==> src/rtl/reg_write_arbiter_if.sv <==
// Bus between N requesters and the shared-register arbiter.
//
// Handshake: req[i] is a level-sensitive "valid" that requester i holds,
// together with its wdata slice, until it sees gnt[i]. gnt[i] acts as the
// one-cycle "ready": the write is committed at the end of the cycle in
// which gnt[i] is high, using the wdata slice presented in that cycle.
// Requesters should drop req[i] after gnt[i]. A request left high is
// arbitrated again. q and wr_done report the committed result.
interface reg_write_arbiter_if #(
  parameter int N     = 4,
  parameter int WIDTH = 4
);
  logic [N-1:0]       req;
  logic [N*WIDTH-1:0] wdata;
  logic [N-1:0]       gnt;
  logic [WIDTH-1:0]   q;
  logic               busy;
  logic               wr_done;

  // Requester side.
  modport master (
    output req, wdata,
    input  gnt, q, busy, wr_done
  );

  // Arbiter side.
  modport slave (
    input  req, wdata,
    output gnt, q, busy, wr_done
  );
endinterface

==> src/rtl/reg_write_arbiter.sv <==
// Round-robin arbiter in front of one shared WIDTH-bit register.
// IDLE picks a winner starting at ptr. WRITE lasts one cycle and commits
// the winner's data at its closing edge.
// Optional feature macro: REG_WRITE_LOCK_EN. It adds a lock input. When
// lock is high during WRITE, ptr stays on the current winner so that the
// winner can burst.
module reg_write_arbiter #(
  parameter int               N         = 4,
  parameter int               WIDTH     = 4,
  parameter logic [WIDTH-1:0] RESET_VAL = 'h4
) (
  input  logic                   clk,
  input  logic                   rst,
`ifdef REG_WRITE_LOCK_EN
  input  logic                   lock,
`endif
  reg_write_arbiter_if.slave     bus,
  output logic                   dbg_state
);
  localparam int PW = $clog2(N);

  typedef enum logic {S_IDLE = 1'b0, S_WRITE = 1'b1} state_t;

  state_t           state_q, state_d;
  logic [PW-1:0]    ptr_q, ptr_d;
  logic [PW-1:0]    winner_q, winner_d;
  logic [N-1:0]     gnt_q, gnt_d;
  logic [WIDTH-1:0] data_q, data_d;
  logic             busy_q, busy_d;
  logic             done_q, done_d;

  logic             found;
  logic [PW-1:0]    pick;
  logic [WIDTH-1:0] wsel;
  logic [PW-1:0]    ptr_next;

  // Round-robin search: the first set req bit at or after ptr, wrapping modulo N.
  always_comb begin
    logic [PW:0]   sum;
    logic [PW-1:0] idx;
    found = 1'b0;
    pick  = '0;
    sum   = '0;
    idx   = '0;
    for (int i = 0; i < N; i++) begin
      sum = {1'b0, ptr_q} + (PW+1)'(i);
      if (sum >= (PW+1)'(N)) sum = sum - (PW+1)'(N);
      idx = sum[PW-1:0];
      if (!found && bus.req[idx]) begin
        found = 1'b1;
        pick  = idx;
      end
    end
  end

  // Select the latched winner's data slice, sampled live during WRITE.
  always_comb begin
    wsel = '0;
    for (int i = 0; i < N; i++) begin
      if (winner_q == PW'(i)) wsel = bus.wdata[i*WIDTH +: WIDTH];
    end
  end

  // Pointer after a write: advance past the winner, or hold it when locked.
  always_comb begin
    ptr_next = (winner_q == PW'(N-1)) ? '0 : winner_q + PW'(1);
`ifdef REG_WRITE_LOCK_EN
    if (lock) ptr_next = winner_q;
`endif
  end

  // Next-state logic. gnt, busy and wr_done are computed here and registered.
  always_comb begin
    state_d  = state_q;
    ptr_d    = ptr_q;
    winner_d = winner_q;
    data_d   = data_q;
    gnt_d    = '0;
    busy_d   = 1'b0;
    done_d   = 1'b0;
    case (state_q)
      S_IDLE: begin
        if (found) begin
          winner_d = pick;
          gnt_d    = {{(N-1){1'b0}}, 1'b1} << pick;
          busy_d   = 1'b1;
          state_d  = S_WRITE;
        end
      end
      S_WRITE: begin
        data_d  = wsel;
        done_d  = 1'b1;
        ptr_d   = ptr_next;
        state_d = S_IDLE;
      end
      default: state_d = S_IDLE;
    endcase
  end

  // All state is registered. Reset wins over any in-flight write.
  always_ff @(posedge clk) begin
    if (rst) begin
      state_q  <= S_IDLE;
      ptr_q    <= '0;
      winner_q <= '0;
      gnt_q    <= '0;
      data_q   <= RESET_VAL;
      busy_q   <= 1'b0;
      done_q   <= 1'b0;
    end else begin
      state_q  <= state_d;
      ptr_q    <= ptr_d;
      winner_q <= winner_d;
      gnt_q    <= gnt_d;
      data_q   <= data_d;
      busy_q   <= busy_d;
      done_q   <= done_d;
    end
  end

  assign bus.gnt     = gnt_q;
  assign bus.q       = data_q;
  assign bus.busy    = busy_q;
  assign bus.wr_done = done_q;
  assign dbg_state   = state_q;
endmodule

==> src/flat_wrapper.sv <==
// flat-port wrapper written by rule: the top's interface ports become plain ports
module reg_write_arbiter_flat 
#(
  parameter int               N         = 4,
  parameter int               WIDTH     = 4,
  parameter logic [WIDTH-1:0] RESET_VAL = 'h4
)
  (clk, rst, dbg_state, bus_req, bus_wdata, bus_gnt, bus_q, bus_busy, bus_wr_done);
  reg_write_arbiter_if #(.N(N), .WIDTH(WIDTH)) bus_i ();
  input  logic clk;
  input  logic rst;
  output logic dbg_state;
  input wire logic [$bits(bus_i.req)-1:0] bus_req;
  input wire logic [$bits(bus_i.wdata)-1:0] bus_wdata;
  output wire logic [$bits(bus_i.gnt)-1:0] bus_gnt;
  output wire logic [$bits(bus_i.q)-1:0] bus_q;
  output wire logic [$bits(bus_i.busy)-1:0] bus_busy;
  output wire logic [$bits(bus_i.wr_done)-1:0] bus_wr_done;
  assign bus_i.req = bus_req;
  assign bus_i.wdata = bus_wdata;
  assign bus_gnt = bus_i.gnt;
  assign bus_q = bus_i.q;
  assign bus_busy = bus_i.busy;
  assign bus_wr_done = bus_i.wr_done;
  reg_write_arbiter #(.N(N), .WIDTH(WIDTH), .RESET_VAL(RESET_VAL)) u_core (.clk(clk), .rst(rst), .bus(bus_i), .dbg_state(dbg_state));
endmodule
==> config.mk <==
export PLATFORM = sky130hd
export DESIGN_NAME = reg_write_arbiter_flat
export DESIGN_NICKNAME = d
export VERILOG_FILES = /design/src/rtl/reg_write_arbiter_if.sv /design/src/rtl/reg_write_arbiter.sv /design/src/flat_wrapper.sv
export SDC_FILE = /design/constraint.sdc
export NUM_CORES = 1
export LEC_CHECK = 0
export CAP_MARGIN = 20
export CORE_MARGIN = 4
export CORE_UTILIZATION = 43
export DETAILED_ROUTE_END_ITERATION = 16
export PLACE_DENSITY = 0.92
export SYNTH_ARGS = -nofsm -noshare
export SYNTH_HDL_FRONTEND = slang
export SYNTH_SLANG_ARGS = --single-unit
==> constraint.sdc <==
create_clock -name clk -period 4.1 [get_ports clk]
set_input_delay 0.82 -clock clk [delete_from_list [all_inputs] [get_ports clk]]
set_output_delay 0.82 -clock clk [all_outputs]
set_load 0.01 [all_outputs]
==> flow_summary.ini <==
[yosys]
synth_compound_area_share_pct = 19.1
synthSimpleGateAreaFrac_pct = 25.3
yosysWarningCount = 0
netlist.area_leader.share_pct = 38.3
synth.most_common_cell = dfxtp_1
ys_seq_area_share_pct = 38.3
synthTopCellsByArea = dfxtp_1 38%, ha_1 6.8%, nor2b_1 5.1%
syn-num-nets = 107
avgSynthCellArea_um2 = 9.04
synth_ff_type = dfxtp_1
synth-xor-area-share_pct = 0
synthCells = 81
synth_top_family_by_area = simple AND/OR/NAND/NOR gates
synth_common_cells = 14 x dfxtp_1, 8 x nor2_1, 6 x nor2b_1
synth_edf_count = 0
muxShareOfSynthArea_pct = 2.74
synthArstFlopShare_pct = 0
yosys.area.top_type = dfxtp_1
synthesis.area_um2 = 732
synth_seq_cells = 14
synthAdderAreaFrac_pct = 6.84
yosysUniqueCellTypes = 28

[cells_and_area]
syn_to_final_growth_pct = 44.4
layout-drive-gt1-share_pct = 6.31
final_area_um2 = 1060
diodes = 0
postLayoutCoreUtil_pct = 67.8
final_nets = 139
stdcell_count = 127

[worst_setup_path]
max_stage_delay_ns = 0.64
critPathTopFamily = buffers and inverters
required_ns = 3.28
rrSetupSlack_ns = 2.53
arrival_ns = 1.54
crit_chain = clkdlybuf4s50_1
worst-path-buf-inv = 1
timing_worst_setup_path_type = reg2out
worstPathMaxFanout = 14
slowest_stage = clkdlybuf4s50_1
endpoint_kind = output pin
cp-start-kind = flip-flop

[power_and_ir_drop]
p_per_area_nw_per_um2 = 314
irDropWorstVdd_mv = 0.206
fin_total_pwr_uw = 332
p_leak_nw = 0.419

[clock_tree]
cts_max_path_buffers = 2
cts_buffers = 3
cts_tree = built
path_clk_slew_ns = 0.08
cts-hold-fix-buffers = 0
postCtsSetupRepairBufs = 0
h-tree-depth = 1
clock-sinks = 14
clkLatencyLatePin_ns = 0.27
root_buffer = clkbuf_4
cts-resized-gates = 0

[global_routing]
grt_max_degree = 15
antenna_found_initial = 0
grt.busiest_layer = met2
grt_pass1_vias = 697
grt_pass1_wl_mm = 2.93
use_met3_pct = 6.73
overflow = 0
grt_usage_pct = 15.6
met2_usage_pct = 28.1
grt_use_met1_pct = 15.0

[floorplanning]
chipWidth_um = 49.3
dieArea_um2 = 2430
die_height_um = 49.3
coreArea_um2 = 1560
std_cell_rows = 14
initial_core_util_pct = 47.0
pin_count = 33

[detailed_routing]
drt_iter0_drc = 7
vias_per_cell = 5.53
ant_nets = 0
wire_per_inst_um = 14.4
drc = 0
num_vias = 702
drtPass1Iterations = 4
drt-total-wl_mm = 1.83

[sta]
finClkSkew_ns = 0.00102
rsz0062_at_grt = no
final_hold_viol_count = 0
fin_ws_ns = 1.74
maxSlewViolCount = 0
setup_tns_ns = 0
tightestPinTransition_ns = 0.491
max-slew-margin-rel_pct = 67.2
finalSetupViolCount = 0
fmax_ghz = 0.424
post-route-min-period_ns = 2.36
worst_hold_slack_ns = 0.483
post-route-period-util_pct = 57.6

[place]
place_ws_ns = 1.79
port_buffers = 32
dpl.cell_count = 124
dp_hpwl_mm = 1.48
placed_cell_area_um2 = 1030
gp_congestion = 0.755

[run]
maxCapViolCount = 0

[run_status]
status = complete, no violations

[hold_path]
hp-class = reg2reg
## layout make-up
class / instances / area [um2]
fill: 129 / 502
sequential: 14 / 280
timing repair buffer: 32 / 320
clock buffer: 3 / 22.5
tap: 16 / 20.0
inverter: 5 / 18.8
multi-input combinational: 57 / 395
## sequential cells by signal, indices dropped and copies added, names as in the netlist
name                cells
u_core.dbg_state        1
u_core.bus.gnt          4
u_core.bus.wr_done      1
u_core.bus.q            4
u_core.ptr_q            2
u_core.winner_q         2
## final timing paths
path,from,to,depth (start not counted)
max,u_core.dbg_state,dbg_state,1
min,u_core.bus.q[3],u_core.bus.q[3],2
max reg2reg,u_core.winner_q[1],u_core.bus.q[3],6
min reg2reg,u_core.bus.q[3],u_core.bus.q[3],2
## metal layers
layer | part of all wire (%) | routed length [um]
met5 | 0 | 0
met4 | 1.4 | 25
met3 | 9.4 | 172
met2 | 50 | 914
met1 | 39 | 712
## cells by family (layout without fill, tap and decap cells)
family          Yosys count  count (layout)
simple gates             33              33
compound gates           18              18
flops                    14              14
buf+inv                  10              40
fa+ha+maj                 4               4
mux                       2               2
## power breakdown
group          leakage, nW  internal [mW]  switching, mW
sequential           0.115          0.148         0.0106
clock               0.0138         0.0340         0.0399
combinational        0.290         0.0583         0.0412
total                0.419          0.240         0.0917
## tightest hold or removal path, stage by stage, from the launching register on
cell,delay (ns)
dfxtp_1,0.31
nor2_1,0.08
nor3_1,0.05
## cells in the final DEF (no fill, tap or decap), drive strengths merged
cell type       n
a21o            1
a21oi           5
a221o           1
a221oi          3
a22oi           1
and3            1
clkbuf          3
clkdlybuf4s50  32
dfxtp          14
ha              4
inv             5
mux2i           2
nand2           4
nand2b          4
nor2            8
nor2b           7
nor3            5
nor3b           2
nor4            1
o21ai           1
o22ai           2
o311a           3
o32ai           1
or3             1
Note: power is estimated with default switching activity, not from simulation.
